[config.mk]
export PLATFORM = sky130hd
export DESIGN_NAME = pwm_dtg
export DESIGN_NICKNAME = d
export VERILOG_FILES = /design/src/rtl/pwm_pkg.sv /design/src/rtl/pwm_dtg_chan.sv /design/src/rtl/pwm_dtg.sv
export SDC_FILE = /design/constraint.sdc
export NUM_CORES = 1
export LEC_CHECK = 0
export CAP_MARGIN = 20
export CELL_PAD_IN_SITES_DETAIL_PLACEMENT = 1
export CELL_PAD_IN_SITES_GLOBAL_PLACEMENT = 2
export CORE_UTILIZATION = 34
export CTS_CLUSTER_SIZE = 30
export DETAILED_ROUTE_END_ITERATION = 10
export PLACE_DENSITY = 0.75
export SLEW_MARGIN = 20
export SYNTH_ARGS = -nofsm -noshare
export SYNTH_HDL_FRONTEND = slang
export SYNTH_SLANG_ARGS = --single-unit
[constraint.sdc]
create_clock -name clk_psc_i -period 2.8 [get_ports clk_psc_i]
set_clock_uncertainty 0.15 [all_clocks]
set_input_delay 0.42 -clock clk_psc_i [delete_from_list [all_inputs] [get_ports clk_psc_i]]
set_output_delay 0.42 -clock clk_psc_i [all_outputs]
set_load 0.02 [all_outputs]
[src/rtl/pwm_pkg.sv]
// Shared types for the PWM dead-time generator: channel FSM states and default widths.
package pwm_pkg;

    typedef enum logic [1:0] {
        IDLE   = 2'd0,
        DELAY  = 2'd1,
        ACTIVE = 2'd2
    } dtg_state_t;

    localparam int DT_W_DEF = 8;

endpackage

[src/rtl/pwm_dtg_chan.sv]
// One dead-time channel: IDLE/DELAY/ACTIVE FSM with a down-counter that holds off each rising edge.
module pwm_dtg_chan
    import pwm_pkg::*;
#(
    parameter int DT_W = DT_W_DEF
) (
    input  logic            clk_i,
    input  logic            rst_n_i,
    input  logic            ref_i,
    input  logic [DT_W-1:0] dt_i,
    input  logic            ok_i,
    input  logic            en_i,
    output logic            act_o,
    output logic            entering_o,
    output logic            busy_o
);

    dtg_state_t      state_q;
    logic [DT_W-1:0] cnt_q;

    // Exported so the partner channel can lose a simultaneous race into ACTIVE.
    assign entering_o = en_i && ref_i && ok_i &&
                        (((state_q == IDLE) && (dt_i == '0)) ||
                         ((state_q == DELAY) && (cnt_q == '0)));

    assign act_o  = (state_q == ACTIVE);
    assign busy_o = (state_q == DELAY);

    always_ff @(posedge clk_i) begin
        if (!rst_n_i) begin
            state_q <= IDLE;
            cnt_q   <= '0;
        end else if (!en_i) begin
            state_q <= IDLE;
            cnt_q   <= '0;
        end else begin
            case (state_q)
                IDLE: begin
                    if (ref_i) begin
                        if (entering_o) begin
                            state_q <= ACTIVE;
                        end else begin
                            state_q <= DELAY;
                            cnt_q   <= (dt_i == '0) ? '0 : dt_i - DT_W'(1);
                        end
                    end
                end
                DELAY: begin
                    if (!ref_i) begin
                        state_q <= IDLE;
                        cnt_q   <= '0;
                    end else if (cnt_q != '0) begin
                        cnt_q <= cnt_q - DT_W'(1);
                    end else if (entering_o) begin
                        state_q <= ACTIVE;
                    end
                end
                ACTIVE: begin
                    if (!ref_i) begin
                        state_q <= IDLE;
                    end
                end
                default: begin
                    state_q <= IDLE;
                    cnt_q   <= '0;
                end
            endcase
        end
    end

endmodule

[src/rtl/pwm_dtg.sv]
// Dead-time generator and output stage for one PWM channel pair.
// Optional break/fault handling is compiled in with `define PWM_DTG_BREAK_EN.
module pwm_dtg
    import pwm_pkg::*;
#(
    parameter int DT_W = DT_W_DEF
) (
    input  logic            clk_psc_i,
    input  logic            rst_n_i,
`ifdef PWM_DTG_BREAK_EN
    input  logic            break_i,
    input  logic            brk_clr_i,
    output logic            brk_flag_o,
`endif
    input  logic            oc_a_ref_i,
    input  logic            oc_b_ref_i,
    input  logic [DT_W-1:0] dt_cnt_i,
    input  logic            dt_update_i,
    input  logic            interlock_en_i,
    input  logic            out_en_i,
    input  logic            pol_a_i,
    input  logic            pol_b_i,
    input  logic            idle_a_i,
    input  logic            idle_b_i,
    output logic            pwm_a_o,
    output logic            pwm_b_o,
    output logic            dt_busy_o
);

    logic [DT_W-1:0] dtShd_q;
    logic [DT_W-1:0] dtPend_q;
    logic            pendValid_q;
    logic            pinA_q;
    logic            pinB_q;
    logic            runEn;
    logic            actA;
    logic            actB;
    logic            enteringA;
    logic            enteringB;
    logic            busyA;
    logic            busyB;
    logic            okA;
    logic            okB;

`ifdef PWM_DTG_BREAK_EN
    logic brkFlag_q;

    // A fault outranks a clear request arriving on the same edge.
    always_ff @(posedge clk_psc_i) begin
        if (!rst_n_i) begin
            brkFlag_q <= 1'b0;
        end else if (break_i) begin
            brkFlag_q <= 1'b1;
        end else if (brk_clr_i) begin
            brkFlag_q <= 1'b0;
        end
    end

    assign brk_flag_o = brkFlag_q;
    assign runEn      = out_en_i && !break_i && !brkFlag_q;
`else
    assign runEn = out_en_i;
`endif

    // Channel A wins a simultaneous entry, so B also yields to A's entering strobe.
    assign okA = !interlock_en_i || !actB;
    assign okB = !interlock_en_i || !(actA || enteringA);

    pwm_dtg_chan #(.DT_W(DT_W)) u_chan_a (
        .clk_i      (clk_psc_i),
        .rst_n_i    (rst_n_i),
        .ref_i      (oc_a_ref_i),
        .dt_i       (dtShd_q),
        .ok_i       (okA),
        .en_i       (runEn),
        .act_o      (actA),
        .entering_o (enteringA),
        .busy_o     (busyA)
    );

    pwm_dtg_chan #(.DT_W(DT_W)) u_chan_b (
        .clk_i      (clk_psc_i),
        .rst_n_i    (rst_n_i),
        .ref_i      (oc_b_ref_i),
        .dt_i       (dtShd_q),
        .ok_i       (okB),
        .en_i       (runEn),
        .act_o      (actB),
        .entering_o (enteringB),
        .busy_o     (busyB)
    );

    assign dt_busy_o = busyA || busyB;

    // Shadow only changes while no channel is counting, so an in-flight delay keeps its length.
    always_ff @(posedge clk_psc_i) begin
        if (!rst_n_i) begin
            dtShd_q     <= '0;
            dtPend_q    <= '0;
            pendValid_q <= 1'b0;
        end else if (dt_update_i) begin
            if (!dt_busy_o) begin
                dtShd_q     <= dt_cnt_i;
                pendValid_q <= 1'b0;
            end else begin
                dtPend_q    <= dt_cnt_i;
                pendValid_q <= 1'b1;
            end
        end else if (pendValid_q && !dt_busy_o) begin
            dtShd_q     <= dtPend_q;
            pendValid_q <= 1'b0;
        end
    end

    always_ff @(posedge clk_psc_i) begin
        if (!rst_n_i) begin
            pinA_q <= 1'b0;
            pinB_q <= 1'b0;
        end else begin
            pinA_q <= runEn ? (actA ^ pol_a_i) : idle_a_i;
            pinB_q <= runEn ? (actB ^ pol_b_i) : idle_b_i;
        end
    end

    assign pwm_a_o = pinA_q;
    assign pwm_b_o = pinB_q;

    // B's entering strobe is only needed by a wider interlock scheme; keep it observed.
    logic unusedEnteringB;
    assign unusedEnteringB = enteringB;

endmodule
Word-level counts from Yosys, hierarchy flattened
Index checks and enable logic that the tools add are counted.
Widths: inputs -> output; s select.
- $add $sub $neg: 3
- equal/unequal tests: 17
- mux-type cells: 33
- bitwise logic cells: 4
- reductions and logical operators: 36
- operators by type and width (kind ; number):
    $mux 8 ; 12
    $pmux 8 s3 ; 2
    $logic_not 8->1 ; 3
    $mux 2 ; 12
    $sub 8x1->8 const B ; 3
    $reduce_and 4->1 ; 4
    $reduce_bool 8->1 ; 2
    $ne 2x2->1 const B ; 7
    $ne 3x3->1 const B ; 4
    $pmux 2 s3 ; 2
    $logic_and 1x1->1 ; 11
    $logic_or 1x1->1 ; 6
    $ne 3x2->1 const B ; 2
    $reduce_and 2->1 ; 3
    $mux 1 ; 5
    $eq 2x1->1 const B ; 2
    $eq 2x2->1 const B ; 2
    $logic_not 1->1 ; 4
    $logic_not 2->1 ; 2
    $not 1->1 ; 2
    $reduce_bool 2->1 ; 1
    $xor 1x1->1 ; 2
- bits in registers: 39
- input bits: 19
- output and inout port bits: 3
- word-level logic and storage cells: 102

Longest topological paths before layout
Gate-level depths: netlist of run 1.
- depth after elaboration: 14
- gate-level depth with buffers: 8

By module
From an unflattened synthesis of run 1, not the netlist that was laid out.
- cells, all modules: 260
- area, all modules: 2413.6 sq um
- modules (own cells, without submodules) (module ; times used ; cells each ; area each (sq um) ; seq. area each (sq um)):
    pwm_dtg ; 1 ; 78 ; 844.6 ; 380.4
    pwm_dtg_chan (u_chan_b) ; 1 ; 87 ; 785.8 ; 200.2
    pwm_dtg_chan (u_chan_a) ; 1 ; 95 ; 783.3 ; 200.2

Least setup slack after synthesis of run 1
Ideal clock, no wire load.
- kind: reg-to-reg
- start point: register dtShd_q[0]
- end point: register u_chan_b.cnt_q[0]
- library setup time: 73 ps
- data arrival time: 2051 ps
- data required time: 2577 ps
- slack: 526 ps
- stages on the path, launching flop included: 9
- buffers on the path: 1
- clock period less this slack: 2274 ps
- cells stage by stage: dfxtp_1 clkbuf_1 inv_1 ha_1 nor3b_1 a311oi_1 o22a_1 a41oi_4 mux2i_1
- longest elaborated chain between the ends: 11
- elaborated cells between the ends (all ways): 18
- those cells by class: add/sub (1); eq/ne (1); mux (4); reduce/logical (12)
- RTL lines (item ; RTL line ; source):
    from (decl) ; pwm_dtg.sv:30 ; logic [DT_W-1:0] dtShd_q;
    from (signal assigned) ; pwm_dtg.sv:103 ; dtShd_q <= dt_cnt_i;
    from (signal assigned) ; pwm_dtg.sv:110 ; dtShd_q <= dtPend_q;
    parallel branches: the longest is 11 deep, another holds $sub 8x1->8 ; - ;
    to (signal assigned) ; pwm_dtg_chan.sv:44 ; cnt_q <= (dt_i == '0) ? '0 : dt_i - DT_W'(1);
    to (signal assigned) ; pwm_dtg_chan.sv:53 ; cnt_q <= cnt_q - DT_W'(1);
    to (decl) ; pwm_dtg_chan.sv:19 ; logic [DT_W-1:0] cnt_q;
Parallel ways; which one is timed is not known. The select of a mux whose other input is x is not followed.
A chain may end at the register's enable or synchronous reset.

Worst setup path in the final report of run 1
- start point: register u_chan_b.state_q[0]
- end point: output dt_busy_o
- longest elaborated chain between the ends: 2
- RTL lines (item ; RTL line ; source):
    from (decl) ; pwm_dtg_chan.sv:18 ; dtg_state_t state_q;
    from (signal assigned) ; pwm_dtg_chan.sv:31 ; state_q <= IDLE;
    from (signal assigned) ; pwm_dtg_chan.sv:34 ; state_q <= IDLE;
    from (signal assigned) ; pwm_dtg_chan.sv:41 ; state_q <= ACTIVE;
    $eq 2x1->1 ; pwm_dtg_chan.sv:27 ; assign busy_o = (state_q == DELAY);
    $logic_or 1x1->1 ; pwm_dtg.sv:93 ; assign dt_busy_o = busyA || busyB;
    to (decl) ; pwm_dtg.sv:27 ; output logic dt_busy_o
No other way between the ends.

==> results of run 1 <==
-- per-layer routing --
metal	part of all wire	GRT usage
met1	0.51	0.269
met2	0.46	0.312
met3	0.018	0.0318
met4	0.0099	0.0455
met5	0	0
-- synthesized netlist by cell type, types with 7 or more instances --
library cell | instances | area [µm²]
a21boi_0 | 8 | 60.1
xnor2_1 | 8 | 70.1
o21ai_0 | 11 | 55.1
nand2_1 | 43 | 161
clkbuf_1 | 9 | 33.8
o22ai_1 | 9 | 56.3
inv_1 | 12 | 45.0
nand3_1 | 11 | 55.1
o211a_1 | 10 | 100
mux2i_1 | 16 | 160
dfxtp_1 | 39 | 781
a21oi_1 | 22 | 110
nor3_1 | 9 | 45.0
nor2_1 | 7 | 26.3
-- flip-flops by register name, summed over array words and instances, names as in the netlist --
name and cells:
pwm_a_o 1, u_chan_a.cnt_q 8, u_chan_b.state_q 2, u_chan_a.state_q 2, dtPend_q 8, pendValid_q 1, u_chan_b.cnt_q 8, dtShd_q 8
pwm_b_o 1
-- cell families after synthesis --
family          share of synthesized area
compound gates                      0.262
flops                               0.329
xor+xnor                           0.0295
buf+inv                            0.0417
simple gates                        0.239
mux                                0.0675
fa+ha+maj                          0.0316
-- cells in the final DEF (no fill, tap or decap), types with 2 or more instances in the layout --
cell type and count:
nor2b_1 3, xnor2_1 8, o22ai_1 9, mux2i_1 16
or4_1 5, buf_4 15, ha_1 6, o41ai_1 2
nor3b_1 3, a211oi_1 2, a21boi_0 8, a211o_1 2
clkbuf_8 5, nand2_1 43, a21oi_1 22, o21ai_1 6
clkdlybuf4s50_1 21, inv_1 12, o211a_1 10, a41o_1 2
nand4_1 5, nand3_1 11, or3_1 6, o21ai_0 11
a311oi_1 2, nand3b_1 3, nor3_1 9, o31ai_1 3
nor2_1 7, and3_1 2, dfxtp_1 39
-- worst max-delay path by stage --
stage                         from                end  slack [ns]  depth (start not counted)
2_1_floorplan           dtShd_q[0]  u_chan_b.cnt_q[0]        0.53                          8
3_3_place_gp            oc_b_ref_i  u_chan_b.cnt_q[6]        0.32                          6
3_5_place_dp            oc_a_ref_i  u_chan_a.cnt_q[7]        0.25                          7
4_1_cts        u_chan_b.state_q[0]          dt_busy_o        0.22                          3
5_1_grt        u_chan_b.state_q[0]          dt_busy_o        0.18                          3
6_report       u_chan_b.state_q[0]          dt_busy_o        0.27                          3
-- metrics by stage --
step | instances | power (mW) | setup slack, ns
6_report | 398 | 1.49 | 0.269
5_1_grt | 398 | 1.59 | 0.178
4_1_cts | 398 | 1.51 | 0.222
3_5_place_dp | 391 | 1.13 | 0.255
3_3_place_gp | 391 | 1.13 | 0.320
2_1_floorplan | 287 | 0.961 | 0.526
-- power by group --
group	internal (mW)	switching, mW
clock	0.171	0.210
combinational	0.222	0.257
sequential	0.590	0.0440
-- area by class of cell --
type,instances,area (µm²)
fill,831,3930
inverter,12,45.0
tap,80,100
timing repair buffer,36,323
clock buffer,5,68.8
multi-input combinational,224,1490
sequential,39,781
clock inverter,2,13.8
-- worst register-to-register path: cells and delay by family, from the launching register on --
family | cells | cell delay (ns)
flip-flops | 1 | 0.36
AO/OA/AOI/OAI | 2 | 0.56
multiplexers | 1 | 0.19
adder cells (fa/ha/maj) | 1 | 0.15
AND/OR/NAND/NOR | 2 | 0.47
buffers and inverters | 2 | 0.29
==> results.md, run 1 <==
- Clock Tree Root: clkbuf_8
- Final Cell Area: around 2800 µm²
- Worst Path Required: around 2.2 ns
- Cell Area, Synth: 2370 µm²
- Final Util: 0.418
- Arr. time, crit path: a little under 2 ns
- Largest net degree at the start of global routing: 20
- Final Setup Violations: 0
- Initial detailed-routing violation count: 67
- CTS tree: done
- Total number of vias: roughly 2200
- Reg-to-reg setup timing slack: 0.51 ns
- Tightest Hold Check Type: reg -> reg
- GRT Util Overall: 0.193
- Critical path cell sequence: inv_1, o22ai_1, clkdlybuf4s50_1
- Die H: about 86 µm
- Max stage delay on crit path: between 0.6 and 0.7 ns
- Initial antenna violation count: 0
- DRT Wirelength: 6550 µm
- Total congestion overflow: 0
- CP Buf/Inv Count: 2
- Post-synth ARST share: 0
- Worst R2R End: u_chan_b.cnt_q[1]
- HPWL after DPL: roughly 5100 µm
- Final min period: between 2 and 3 ns
- First-pass GRT wire length: 11100 µm
- Pre-antenna DRT Iters: 7
- Clk buf depth: 2
- Worst setup path class: reg -> out
- Clk_lat worst skew: ~0.29 ns
- RSZ-0062 raised after global routing: no
- ANT nets after route: 0
- Max VDD drop: 222 µV
- CP startpoint kind: register
- Worst-Margin Slew: between 0.5 and 0.6 ns
- Slowest CP cell: clkdlybuf4s50_1
- Worst hold start: dtPend_q[4]
- Hold path depth: 2
- TritonCTS Sinks: 39
- Cell count after synthesis: 287
- Pwr Density: around 530 nW/µm²
- CTS H-tree lvls: 2
- Synth Net Count: about 310
- Clk slew on worst S/H paths: ~0.080 ns
- Reg2reg start: u_chan_a.cnt_q[0]
- Critical Path End Type: output pin
- Postcts setup bufs: 0
- Layout Nets: between 300 and 400
- Synth Area per Inst: approximately 8.3 µm²
- Initial core utilization: 0.351
- GP Congestion: ~0.79
- Setup TNS: 0 ns
- Yosys warns: 0
- Worst-path fanout max: 8
- Hold Path Sink: dtPend_q[4]
- Status: finished, violations left
- Core area: roughly 6800 µm²
- WHS: 0.314 ns
- #FFs+latches synth: 39
- Port Buffers: 21
- DRC errors left: 1
- Reg2reg path depth: 8
- Post-synth top flop: dfxtp_1
- Netlist cell types: 49
- Vias in the first global route: ~2300
- Layout overhead on the synthesized area: 19.0%
- Rows: 30
- Seq/Total Area, Yosys: 0.329
- Resize count post-CTS: 0
- N_diodes: 0
- Relative slew slack: 0.629
- DIE AREA: around 7300 µm²
- Final slew viol count: 0
- CP top delay family: buffers and inverters
- Final Cycle Share: 0.904
- Leakage: 1.19 nW
- EDFF count, synth: 0
- Fraction of layout cells with a size suffix above 1: 0.0881
- TritonCTS buffer count: 5
- Via density: roughly 5.6
- Cts hold-fix bufs: 0
- # IOs: 22
- Max-cap violations: 0
- Max Clock Freq: slightly below 0.4 GHz
- Violated checks: DRC
- Die width: around 86 µm
- Final Hold Fails: 0
- Cell Area, Placed: between 2000 and 3000 µm²
- Post-DR wirelength/cell: about 16 µm
No activity file was read; power rests on OpenSTA's default activity.
==> run 2: changes to the inputs <==
- CELL_PAD_IN_SITES_DETAIL_PLACEMENT: 1 -> not set
- CELL_PAD_IN_SITES_GLOBAL_PLACEMENT: 2 -> not set
- CORE_UTILIZATION: 34 -> 52
- PLACE_DENSITY: 0.75 -> 0.73
- clock period: 2.8 -> 2.3 ns (I/O delays scaled with it)
==> run 2 against run 1 <==
The flow now finishes without violations. Setup slack got worse by 0.17 ns. Combinational power up 26%. Final cell count fell by 3.5%. Global-route usage rose by 6.2 points. Flip-flop and latch count is the same. Die area is 34% lower. Critical path depth stayed put. Register-to-register slack lost 0.41 ns.
==> results.md, run 2 (synthesized netlist as in run 1, its figures left out) <==
- Critical path cell sequence: inv_1, o22ai_1, clkdlybuf4s50_1 (unchanged)
- Setup TNS: 0 ns (unchanged)
- Worst Setup SP: u_chan_b.state_q[0] (unchanged)
- Grt peak-use layer: met2 (unchanged)
- Status: finished clean (was finished, violations left)
- Initial detailed-routing violation count: 196 (was 67)
- Worst setup path class: reg -> out (unchanged)
- First-pass GRT wire length: 10000 µm (was 11100 µm)
- Reg2reg path depth: 5 (was 8)
- # IOs: 22 (unchanged)
- CP top delay family: buffers and inverters (unchanged)
- DRC errors left: 0 (was 1)
- Die H: 69.5 µm (was 85.5 µm)
- Post-DR wirelength/cell: 15.0 µm (was 16.5 µm)
- Tightest Hold Check Type: reg -> reg (unchanged)
- Clk_lat worst skew: 0.29 ns (about the same)
- Die width: 69.5 µm (was 85.5 µm)
- Fraction of layout cells with a size suffix above 1: 0.133 (was 0.0881)
- Most frequent cells in the layout: nand2_1, dfxtp_1, buf_4 (was nand2_1, dfxtp_1, a21oi_1)
- Total number of vias: 2303 (was 2240)
- Largest net degree at the start of global routing: 20 (unchanged)
- Initial core utilization: 0.541 (was 0.351)
- Vias in the first global route: 2157 (was 2288)
- Port Buffers: 21 (unchanged)
- Pre-antenna DRT Iters: 4 (was 7)
- CTS H-tree lvls: 2 (unchanged)
- Final Cycle Share: 0.957
- Met2 usage: 0.402 (was 0.312)
- Max stage delay on crit path: 0.70 ns (was 0.69 ns)
- Rows: 24 (was 30)
- CP Buf/Inv Count: 2 (unchanged)
- TritonCTS Sinks: 39 (unchanged)
- Worst Path Required: 1.80 ns (was 2.23 ns)
- Cell Area, Placed: 2800 µm² (was 2740 µm²)
- Reg2reg start: dtShd_q[5] (was u_chan_a.cnt_q[0])
- CP startpoint kind: register (unchanged)
- Clk slew on worst S/H paths: 0.08 ns (about the same)
- Worst-path fanout max: 3 (was 8)
- Relative slew slack: 0.702 (was 0.629)
- ANT nets after route: 0 (unchanged)
- Pwr Density: 671 nW/µm² (was 529 nW/µm²)
- Initial antenna violation count: 0 (unchanged)
- Max-cap violations: 0 (unchanged)
- DIE AREA: 4840 µm² (was 7320 µm²)
- N_diodes: 0 (unchanged)
- Total Power: 1.97 mW (was 1.49 mW)
- Commonest non-fill, non-tap cell in the layout: nand2_1 (unchanged)
- Final slew viol count: 0 (unchanged)
- CP Depth: 3 (unchanged)
- Worst setup margin: 0.0992 ns (was 0.269 ns)
- Final Hold Fails: 0 (unchanged)
- GP Congestion: 0.885 (was 0.788)
- Met1 Resource Use GR: 0.347 (was 0.269)
- Leakage: 1.27 nW (was 1.19 nW)
- Layout Nets: 356 (was 343)
- Postcts setup bufs: 0 (unchanged)
- Clock Tree Root: clkbuf_8 (unchanged)
- Clk buf depth: 2 (unchanged)
- Via density: 6.00 (was 5.63)
- Layout overhead on the synthesized area: 23.7% (was 19.0%)
- Grt met3 use: 0.0494 (was 0.0318)
- Worst-Margin Slew: 0.445 ns (was 0.555 ns)
- Arr. time, crit path: 1.71 ns (was 1.96 ns)
- RSZ-0062 raised after global routing: no (unchanged)
- Worst hold start: dtPend_q[5] (was dtPend_q[4])
- Final Cell Area: 2930 µm² (was 2820 µm²)
- Max Clock Freq: around 0.45 GHz
- Total congestion overflow: 0 (unchanged)
- Core area: 4380 µm² (was 6760 µm²)
- Slowest CP cell: clkdlybuf4s50_1 (unchanged)
- Hold path depth: 2 (unchanged)
- CTS tree: done (unchanged)
- DRT Wirelength: 5750 µm (was 6550 µm)
- GRT Util Overall: 0.255 (was 0.193)
- HPWL after DPL: 4230 µm (was 5080 µm)
- Max VDD drop: 431 µV (was 222 µV)
- Pre-CTS setup slack: 0.0512 ns (was 0.255 ns)
- Critical Path End Type: output pin (unchanged)
- TritonCTS buffer count: 5 (unchanged)
- Final Setup Violations: 0 (unchanged)
- Final min period: between 2 and 2.5 ns
==> run 2: cell types whose count changed in the layout (fill, tap and decap cells not counted) <==
| cell | before | now |
|---|---|---|
| buf_4 | 15 | 28 |
| bufinv_16 | 0 | 1 |
| clkbuf_8 | 5 | 6 |
| clkinv_4 | 1 | 0 |
| nor4_1 | 1 | 0 |
| nor4_2 | 1 | 2 |
| nor4b_1 | 1 | 0 |
| nor4b_2 | 0 | 1 |
==> run 2: final cells by class <==
class / instances / area [µm²]
Inverter: 12 / 45.0
Sequential cell: 39 / 781
Clock buffer: 6 / 82.6
Multi-Input combinational cell: 224 / 1510
Fill cell: 367 / 1450
Timing Repair Buffer: 49 / 420
Clock inverter: 2 / 35.0
Tap cell: 52 / 65.1
==> run 2: through the flow <==
| stage | utilization | hold WS, ns | cells |
|---|---|---|---|
| after floorplan | - | 0.293 | 287 |
| after global placement | 0.640 | 0.300 | 376 |
| after detailed placement | 0.640 | 0.306 | 376 |
| after CTS | 0.666 | 0.317 | 384 |
| after global routing | 0.669 | 0.353 | 384 |
| final | 0.669 | 0.313 | 384 |
==> run 2: routing by layer <==
metal | vias to the layer above | wire length (µm)
met4 | 0 | 115
met1 | 1078 | 2820
met2 | 52 | 2590
li1 | 1162 | -
met5 | - | 0
met3 | 11 | 222
==> run 2: worst paths after layout <==
check / endpoint / slack, ns
max reg2reg: u_chan_b.cnt_q[0] / 0.1
min reg2reg: dtPend_q[5] / 0.31
max: dt_busy_o / 0.1
min: dtPend_q[5] / 0.31
==> run 2: where the power goes <==
group	internal (mW)	total, mW	leakage (nW)	switching [mW]
Sequential	0.719	0.762	0.319	0.0431
Clock	0.351	0.601	0.0612	0.250
Combinational	0.290	0.605	0.892	0.315
Total	1.36	1.97	1.27	0.608
==> run 2: timing repair <==
item | in CTS | in global routing
endpoints found under the setup margin | 0 | 8
hold buffers | 0 | 0
gates resized for setup | 0 | 2
==> run 2: worst reg2reg max path, stage by stage, from the launching register on <==
cell and delay [ns]:
dfxtp_1 0.32, or4_4 0.55, or3_4 0.41, o221ai_4 0.20, a41oi_4 0.26, mux2i_1 0.19
